===== src/rtl/rom_arb_pkg.sv =====
// Shared types and default sizes for the two-port ROM arbiter.
// Optional feature macro used by rom_arbiter: ROM_ARB_FIXED_PRIO_EN.
package rom_arb_pkg;

    localparam int DEF_ADDR_W  = 18;
    localparam int DEF_DATA_W  = 24;
    localparam int DEF_LATENCY = 2;

    typedef logic port_id_t;

    localparam port_id_t PORT0 = 1'b0;
    localparam port_id_t PORT1 = 1'b1;

    typedef struct packed {
        logic     valid;
        port_id_t id;
    } tag_t;

    localparam tag_t TAG_IDLE = '{valid: 1'b0, id: PORT0};

    // Round-robin choice under contention: the port that did not win last time.
    function automatic port_id_t rr_pick(input port_id_t last_grant);
        return ~last_grant;
    endfunction

endpackage


===== src/rtl/rom_arb_tag_pipe.sv =====
// Shift register of {valid, id} tags that follows each ROM read until its
// data appears on the ROM output; cleared synchronously.
module rom_arb_tag_pipe
    import rom_arb_pkg::*;
#(
    parameter int STAGES = DEF_LATENCY + 1
) (
    input  logic clk,
    input  logic srst,
    input  tag_t tag_in,
    output tag_t tag_out
);

    tag_t stage_reg  [STAGES];
    tag_t stage_next [STAGES];

    genvar gi;
    generate
        for (gi = 0; gi < STAGES; gi++) begin : gen_stage
            if (gi == 0) begin : gen_head
                assign stage_next[gi] = tag_in;
            end else begin : gen_body
                assign stage_next[gi] = stage_reg[gi-1];
            end
        end
    endgenerate

    always_ff @(posedge clk) begin
        if (srst) begin
            for (int i = 0; i < STAGES; i++) begin
                stage_reg[i] <= TAG_IDLE;
            end
        end else begin
            for (int i = 0; i < STAGES; i++) begin
                stage_reg[i] <= stage_next[i];
            end
        end
    end

    assign tag_out = stage_reg[STAGES-1];

endmodule


===== src/rtl/rom_arbiter.sv =====
// Two-requester arbiter in front of one synchronous-read ROM; routes each
// word back to its issuer. Define ROM_ARB_FIXED_PRIO_EN for fixed port-0 priority.
module rom_arbiter
    import rom_arb_pkg::*;
#(
    parameter int ADDR_W  = DEF_ADDR_W,
    parameter int DATA_W  = DEF_DATA_W,
    parameter int LATENCY = DEF_LATENCY
) (
    input  logic              clock,
    input  logic              reset,
    input  logic              req0,
    input  logic [ADDR_W-1:0] addr0,
    input  logic              req1,
    input  logic [ADDR_W-1:0] addr1,
    output logic              ack0,
    output logic              ack1,
    output logic              rsp_valid0,
    output logic              rsp_valid1,
    output logic [DATA_W-1:0] rsp_data,
    output logic [ADDR_W-1:0] rom_addr,
    input  logic [DATA_W-1:0] rom_data
);

    logic [ADDR_W-1:0] rom_addr_reg;
    port_id_t          last_grant_reg;

    logic              grant_valid;
    port_id_t          grant_id;
    logic [ADDR_W-1:0] grant_addr;
    tag_t              tag_in;
    tag_t              tag_out;

    always_comb begin
        grant_valid = 1'b0;
        grant_id    = PORT0;
        if (req0 && req1) begin
            grant_valid = 1'b1;
`ifdef ROM_ARB_FIXED_PRIO_EN
            grant_id    = PORT0;
`else
            grant_id    = rr_pick(last_grant_reg);
`endif
        end else if (req0) begin
            grant_valid = 1'b1;
            grant_id    = PORT0;
        end else if (req1) begin
            grant_valid = 1'b1;
            grant_id    = PORT1;
        end
    end

    assign grant_addr = (grant_id == PORT1) ? addr1 : addr0;
    assign ack0       = grant_valid && (grant_id == PORT0);
    assign ack1       = grant_valid && (grant_id == PORT1);

    // last_grant resets to port 1 so port 0 wins the first contention.
    always_ff @(posedge clock) begin
        if (reset) begin
            rom_addr_reg   <= '0;
            last_grant_reg <= PORT1;
        end else if (grant_valid) begin
            rom_addr_reg   <= grant_addr;
            last_grant_reg <= grant_id;
        end
    end

    assign tag_in = '{valid: grant_valid, id: grant_id};

    rom_arb_tag_pipe #(
        .STAGES (LATENCY + 1)
    ) u_tag_pipe (
        .clk     (clock),
        .srst    (reset),
        .tag_in  (tag_in),
        .tag_out (tag_out)
    );

    // Masked by reset so a word due in a reset cycle is never delivered.
    assign rsp_valid0 = tag_out.valid && (tag_out.id == PORT0) && !reset;
    assign rsp_valid1 = tag_out.valid && (tag_out.id == PORT1) && !reset;
    assign rsp_data   = rom_data;
    assign rom_addr   = rom_addr_reg;

endmodule


===== config.mk =====
export PLATFORM = sky130hd
export DESIGN_NAME = rom_arbiter
export DESIGN_NICKNAME = d
export VERILOG_FILES = /design/src/rtl/rom_arb_pkg.sv /design/src/rtl/rom_arb_tag_pipe.sv /design/src/rtl/rom_arbiter.sv
export SDC_FILE = /design/constraint.sdc
export NUM_CORES = 1
export LEC_CHECK = 0
export BUFFER_PORTS_ARGS = -buffer_cell sky130_fd_sc_hd__buf_2
export CAP_MARGIN = 20
export CORE_UTILIZATION = 32
export CTS_BUF_LIST = sky130_fd_sc_hd__clkbuf_16
export CTS_CLUSTER_SIZE = 10
export DETAILED_ROUTE_END_ITERATION = 8
export PLACE_DENSITY = 0.83
export SETUP_SLACK_MARGIN = 0.05
export SYNTH_ARGS = -nofsm -noshare
export SYNTH_HDL_FRONTEND = slang
export SYNTH_SLANG_ARGS = --single-unit

===== constraint.sdc =====
create_clock -name clock -period 1.2 [get_ports clock]
set_input_delay 0.06 -clock clock [delete_from_list [all_inputs] [get_ports clock]]
set_output_delay 0.06 -clock clock [all_outputs]
set_load 0.005 [all_outputs]

== Yosys cells after proc, flatten, opt, wreduce, memory -nomap -nowiden ==
Memory sizes are Yosys's and may differ from the RTL's.
Index checks and enable logic that the tools add are counted.

* Reductions and logical operators: 8
* Equal/unequal tests: 0
* Muxes and demuxes: 12
* Order comparisons: 0
* Add/subtract/negate cells: 0
* Shift-type cells: 0
* Div/mod/pow operators: 0
* $mul: 0
* Bitwise gates (word level): 6

{| class="wikitable"
|+ Operators with widths
! operator !! count
|-
| $mux 18 || 1
|-
| $mux 1 || 8
|-
| $logic_and 1x1->1 || 7
|-
| $mux 2 || 3
|-
| $not 1->1 || 3
|-
| $or 1x1->1 || 3
|-
| $logic_not 1->1 || 1
|}

* Register bits: 19
* Word-level logic and storage cells: 29
* Memories kept: 1
* RAM bits: 6
* Output and inout bits: 46
* Bits in latches: 0
* ROM bits: 0

{| class="wikitable"
|+ Memories
! name !! depth !! bits a word !! rd ports !! clocked after Yosys merged registers in !! wr ports !! line !! text
|-
| u_tag_pipe.stage_reg || 3 || 2 || 3 || 0 || 3 || rom_arb_tag_pipe.sv:14 || <nowiki>tag_t stage_reg [STAGES];</nowiki>
|}

== Logic depth before layout (Yosys ltp) ==
Gate-level depths: netlist (run 1).

* Depth in word-level cells: 5
* Mapped depth: 5

== By module ==
A second synthesis (run 1) with hierarchy kept.

* Cell total of the unflattened synthesis: 147
* Area, all modules: 1,402.6 um^2

{| class="wikitable"
|+ Modules (own cells, without submodules)
! module !! area each (um^2) !! times used !! cells an instance
|-
| rom_arbiter || 1,244.9 || 1 || 135
|-
| rom_arb_tag_pipe || 157.7 || 1 || 12
|}

== Worst setup path after synthesis (run 1) ==
No wires, ideal clock.

* Kind: flip-flop to flip-flop
* From: register last_grant_reg
* To: register rom_addr_reg[0] (netlist: rom_addr[0])
* Stages on the path, launching flop included: 6
* Slack: 0.013 ns
* Required time: 1.078 ns
* Arrival time: 1.065 ns
* Cells stage by stage: dfxtp_1 > a21boi_2 > nor2b_4 > buf_6 > buf_6 > a221o_1

* Word-level cells in the longest chain between the ends: 3

{| class="wikitable"
|+ Ends and longest elaborated chain
! what !! line !! text
|-
| from (decl) || rom_arbiter.sv:26 || <nowiki>port_id_t last_grant_reg;</nowiki>
|-
| from (signal assigned) || rom_arbiter.sv:64 || <nowiki>last_grant_reg <= grant_id;</nowiki>
|-
| $not 1->1 || rom_arb_pkg.sv:23 || <nowiki>return ~last_grant;</nowiki>
|-
| $mux 1 || rom_arbiter.sv:37 || <nowiki>if (req0 && req1) begin</nowiki>
|-
| $mux 18 || rom_arbiter.sv:53 || <nowiki>assign grant_addr = (grant_id == PORT1) ? addr1 : addr0;</nowiki>
|-
| to (signal assigned) || rom_arbiter.sv:63 || <nowiki>rom_addr_reg <= grant_addr;</nowiki>
|-
| to (decl) || rom_arbiter.sv:25 || <nowiki>logic [ADDR_W-1:0] rom_addr_reg;</nowiki>
|}

Every way passes these cells.
A chain may end at the register's enable or synchronous reset.

== Final worst setup path (run 1) ==
* From: register last_grant_reg
* To: register rom_addr_reg[1] (netlist: rom_addr[1])

The elaborated chain is that of the path after synthesis.

==> results of run 1 <==
## what timing repair did
item / 4_1_cts / 5_1_grt
buffers inserted: 3 / 0
setup endpoints to repair: 18 / 18
gates resized for setup: 2 / 2
gates cloned: 0 / 1
pin swaps: 1 / 5
endpoints found under the hold margin: 0 / 0
## per-stage QoR
stage	instance area [µm²]	utilization [%]	instances	setup TNS [ns]
after floorplan	1140	-	108	0
after global placement	1350	39.7	192	-3.22
after detailed placement	1350	39.7	192	-3.66
after CTS	1450	42.7	198	0
after global routing	1460	43.2	199	-0.0297
final	1460	43.2	199	0
## kinds of logic (layout without fill, tap and decap cells)
| kind of cell | count (synthesis) | in the layout | synth area share, % |
|---|---|---|---|
| AO/OA/AOI/OAI | 22 | 22 | 19.4 |
| flip-flops | 25 | 25 | 43.8 |
| buffers and inverters | 31 | 76 | 19.8 |
| AND/OR/NAND/NOR | 30 | 30 | 17.1 |
## synthesized netlist by cell type
master,n,area (µm²)
buf_6,2,22.5
inv_2,1,3.75
buf_4,25,188
nor3_2,1,10.0
and3b_1,1,8.76
o21ai_0,1,5.00
a221o_1,18,180
a21oi_1,1,5.00
buf_2,1,5.00
nor2_1,2,7.51
nor2b_4,1,13.8
nand2_1,1,3.75
and2_1,18,113
a211oi_4,1,20.0
a21boi_2,1,11.3
nor3b_1,1,7.51
nand2b_1,1,6.26
inv_1,1,3.75
nor2b_1,4,25.0
dfxtp_1,25,500
clkbuf_1,1,3.75
## how the worst max path moves through the flow
stage / from / to / slack [ns] / depth (start not counted)
2_1_floorplan: last_grant_reg / rom_addr[0] / 0.05 / 5
3_3_place_gp: last_grant_reg / rom_addr[14] / -0.18 / 3
3_5_place_dp: last_grant_reg / rom_addr[1] / -0.22 / 3
4_1_cts: last_grant_reg / rom_addr[1] / 0.04 / 5
5_1_grt: last_grant_reg / rom_addr[10] / -0.01 / 5
6_report: last_grant_reg / rom_addr[1] / 0.04 / 5
## worst reg2reg max path: stages, from the launching register on
cell      delay (ns)
dfxtp_2         0.33
buf_6           0.09
a21boi_2        0.05
nor2b_4         0.14
buf_6           0.14
a221o_1         0.30
## cell type report
class / instances / share of cell area (%)
sequential: 25 / 34.3
multi-input combinational: 52 / 28.9
timing repair buffer: 70 / 26.9
clock buffer: 3 / 5.13
tap: 46 / 3.93
inverter: 2 / 0.513
clock inverter: 1 / 0.342
## where the power goes
| group | internal, µW | total [µW] | switching (µW) |
|---|---|---|---|
| clock | 448 | 719 | 271 |
| sequential | 891 | 916 | 24.1 |
| combinational | 165 | 278 | 113 |
## per-layer routing
layer  global-route usage (%)  up-vias
met5                        0        -
met4                     7.94        0
met3                     3.93        8
met2                     21.5       58
met1                     14.1      395
li1                         -      450
==> metrics.yaml, run 1 <==
outcome: "completed"
syn_inst: 108
slew_headroom_pct: 60.8
cts.htree.levels: 1
drt-vias-per-instance: 4.58
min-delay-start: "addr1[9]"
regToRegStartpoint: "last_grant_reg"
placementRows: 21
gp_congestion: 0.683
antenna_found_initial: 0
clock_path_buffers: 2
crit_arrival_ns: 1.30
holdBufCountCts: 0
finalMaxSlewViolations: 0
worst-path-buf-inv: 2
r2r_end: "rom_addr[1]"
n_antenna_cell: 0
largest_reg_flops: 18
finalHoldViolCount: 0
dr.pass1.iters: 4
vias: 911
crit_type: "reg2reg"
clk_latency_ns: 0.25
worstHoldPathType: "in2reg"
ios: 110
finClkSkew_ns: 0.00149
cts_tree: "yes"
setup_viol: 0
pre_cts_ws_ns: -0.218
worst_slew_pin_slew_ns: 0.587
syn_nets: 172
core_region_area_um2: 3390
ff_latch_area_um2: 502
required_ns: 1.34
setup_slack_ns: 0.0374
grt_max_degree: 19
crit_fanout: 10
p_leak_uw: 0.000733
rsz0062_at_grt: "true"
post_synth_num_cell_types: 21
drive_gt1_share_pct: 52.3
post-route-period-util_pct: 96.9
path_common_cell: "buf_6"
worst-r2r-setup-slack_ns: 0.04
holdPathStages: 2
cp-end-kind: "flop"
top_layer: "met4"
cts.clk_slew.worst_paths_ns: 0.06
yosysSeqAreaShare_pct: 43.8
synth.cell_area_um2: 1140
cts_root_buf: "clkbuf_16"
n_fill_cell: 322
power_density_nw_per_um2: 1310
numCtsBuffers: 3
fin_total_pwr_uw: 1910
rr_worst_depth: 5
wl_met1_um: 1060
drc: 0
dieHeight_um: 61.8
synth_seq_cells: 25
drv_cap: 0
crit_family: "compound AO/OA/AOI/OAI gates"
grt-ovfl-total: 0
multi_input_area_um2: 423
met3_length_um: 224
initial_utilization_pct: 33.7
fin_crit_ns: 1.16
numPortBuffers: 61
met2_length_um: 1170
postSynthAreaPerCell_um2: 10.6
final_common_cell: "buf_2"
slowest_delay_ns: 0.33
layout_common_cells: "buf_2, dfxtp_1, and2_1, a221o_1"
dp_hpwl_um: 1760
vdd_drop_max_mv: 0.522
grt_pass1_wl_um: 3420
hold_slack_ns: 0.0204
drtIter0Drc: 21
first_global_vias: 770
ys_warn_count: 0
die_w_um: 61.8
slowest_stage: "dfxtp_2"
groute.usage.overall_pct: 12.8
min_to: "rom_addr[9]"
crit_chain: "buf_6 -> a21boi_2 -> nor2b_4 -> buf_6 -> a221o_1"
area_growth_pct: 28.0
wire_per_inst_um: 12.6
fin_nets: 218
start_kind: "flop"
dieArea_um2: 3820
wl_um: 2510
fmaxAchievable_ghz: 0.860
ant_nets: 0
clock_sinks: 25
(Power assumes the default switching activity.)
==> inputs of run 2 (changes only) <==
--- a/config.mk
+++ b/config.mk
@@ -7,10 +7,12 @@
 export LEC_CHECK = 0
 export BUFFER_PORTS_ARGS = -buffer_cell sky130_fd_sc_hd__buf_2
 export CAP_MARGIN = 20
+export CORE_MARGIN = 4
 export CORE_UTILIZATION = 32
 export CTS_BUF_LIST = sky130_fd_sc_hd__clkbuf_16
 export CTS_CLUSTER_SIZE = 10
 export DETAILED_ROUTE_END_ITERATION = 8
+export GPL_ROUTABILITY_DRIVEN = 0
 export PLACE_DENSITY = 0.83
 export SETUP_SLACK_MARGIN = 0.05
 export SYNTH_ARGS = -nofsm -noshare
==> metrics.yaml, run 2 (same netlist as run 1, synthesis figures left out) <==
crit_chain: "buf_6 -> a21boi_2 -> nor2b_4 -> buf_4 -> a221o_1"
cts_tree: "yes"
rsz0062_at_grt: "true"
fin_nets: 219
finClkSkew_ns: 0.00309
slowest_stage: "dfxtp_2"
pwr-share-seq_pct: 47.9
p_sw_uw: 409
crit_fanout: 5
power_switching_share_pct: 21.4
start_kind: "flop"
post-route-period-util_pct: 97.3
clkPwrFrac_pct: 37.2
drc: 0
crit_family: "flip-flops"
die_w_um: 67.8
drv_cap: 0
drive_gt1_share_pct: 51.9
vias: 922
combPwrFrac_pct: 14.9
dieHeight_um: 67.8
p_leak_uw: 0.000739
fmaxAchievable_ghz: 0.857
p_int_uw: 1500
layout_common_cells: "buf_2, dfxtp_1, and2_1, a221o_1, buf_4"
core_region_area_um2: 3390
cts.htree.levels: 1
fin_crit_ns: 1.17
wire_per_inst_um: 13.8
wl_um: 2760
dp_cells: 193
dr.pass1.iters: 4
worst_slew_pin_slew_ns: 0.609
drtIter0Drc: 22
setup_viol: 0
required_ns: 1.34
grt-ovfl-total: 0
slowest_delay_ns: 0.34
cp-end-kind: "flop"
finalMaxSlewViolations: 0
grt_pass1_wl_um: 4170
worst-path-buf-inv: 2
clk_latency_ns: 0.25
crit_type: "reg2reg"
drt-vias-per-instance: 4.61
antenna_found_initial: 0
final_common_cell: "buf_2"
place_area_um2: 1340
finalHoldViolCount: 0
largest_reg_flops: 18
finalInstanceArea_um2: 1470
ant_nets: 0
pre_cts_ws_ns: -0.225
numPortBuffers: 61
placementRows: 21
clock_path_buffers: 2
vdd_drop_max_mv: 0.607
setup_slack_ns: 0.0328
numCtsBuffers: 3
area_growth_pct: 28.8
grt_max_degree: 19
dp_hpwl_um: 2010
outcome: "completed"
final_util_pct: 43.4
crit_arrival_ns: 1.31
ios: 110
cts_root_buf: "clkbuf_16"
groute.usage.overall_pct: 11.9
slew_headroom_pct: 59.3
first_global_vias: 954
dieArea_um2: 4590
final_cells: 200
worstHoldPathType: "in2reg"
power_density_nw_per_um2: 1300
clock_sinks: 25
n_antenna_cell: 0
cts.clk_slew.worst_paths_ns: 0.06
initial_utilization_pct: 33.7
[run 2: path summary, 6_finish.rpt]
kind,endpoint,start,cells past startpoint,slack [ns]
max,rom_addr[15],last_grant_reg,5,0.03
min,rom_addr[0],addr1[0],2,0.02
max reg2reg,rom_addr[15],last_grant_reg,5,0.03
min reg2reg,u_tag_pipe.stage_reg[0][5],u_tag_pipe.stage_reg[0][3],1,0.44
[run 2: final cells by class]
cell class / instances / area, µm²
clock buffers: 3 / 75.1
multi-input cells: 52 / 423
repair buffers: 71 / 404
clock inverters: 1 / 3.75
flip-flops and latches: 25 / 502
inverters: 2 / 7.51
well taps: 46 / 57.6
fillers: 342 / 1920
[run 2: per-stage QoR]
stage | power (µW) | hold WS [ns] | TNS (ns)
floorplan | 1110 | 0.164 | 0
global placement | 1190 | 0.120 | -3.00
detailed placement | 1200 | 0.120 | -3.82
CTS | 1920 | 0.0226 | 0
global route | 2010 | 0.0204 | 0
finish | 1910 | 0.0243 | 0
[run 2: power groups by stage]
| stage | clock network (µW) | registers (µW) | logic (µW) |
|---|---|---|---|
| 2_1_floorplan | 0 | 938 | 174 |
| 3_3_place_gp | 0 | 933 | 261 |
| 3_5_place_dp | 0 | 933 | 266 |
| 4_1_cts | 727 | 917 | 278 |
| 5_1_grt | 769 | 925 | 314 |
| 6_report | 712 | 917 | 284 |
[run 2: timing repair]
item	4_1_cts	5_1_grt
buffers inserted	1	1
hold buffers	0	0
setup endpoints to repair	18	18
cloned	0	1
pin swaps	1	0
gates resized for setup	2	3
[run 2: routing by layer]
metal	up-vias	GRT usage [%]	wire, µm
met5	-	0	0
met4	0	6.20	106
met3	23	3.33	257
met2	47	20.0	1320
met1	402	13.6	1090
li1	450	-	-
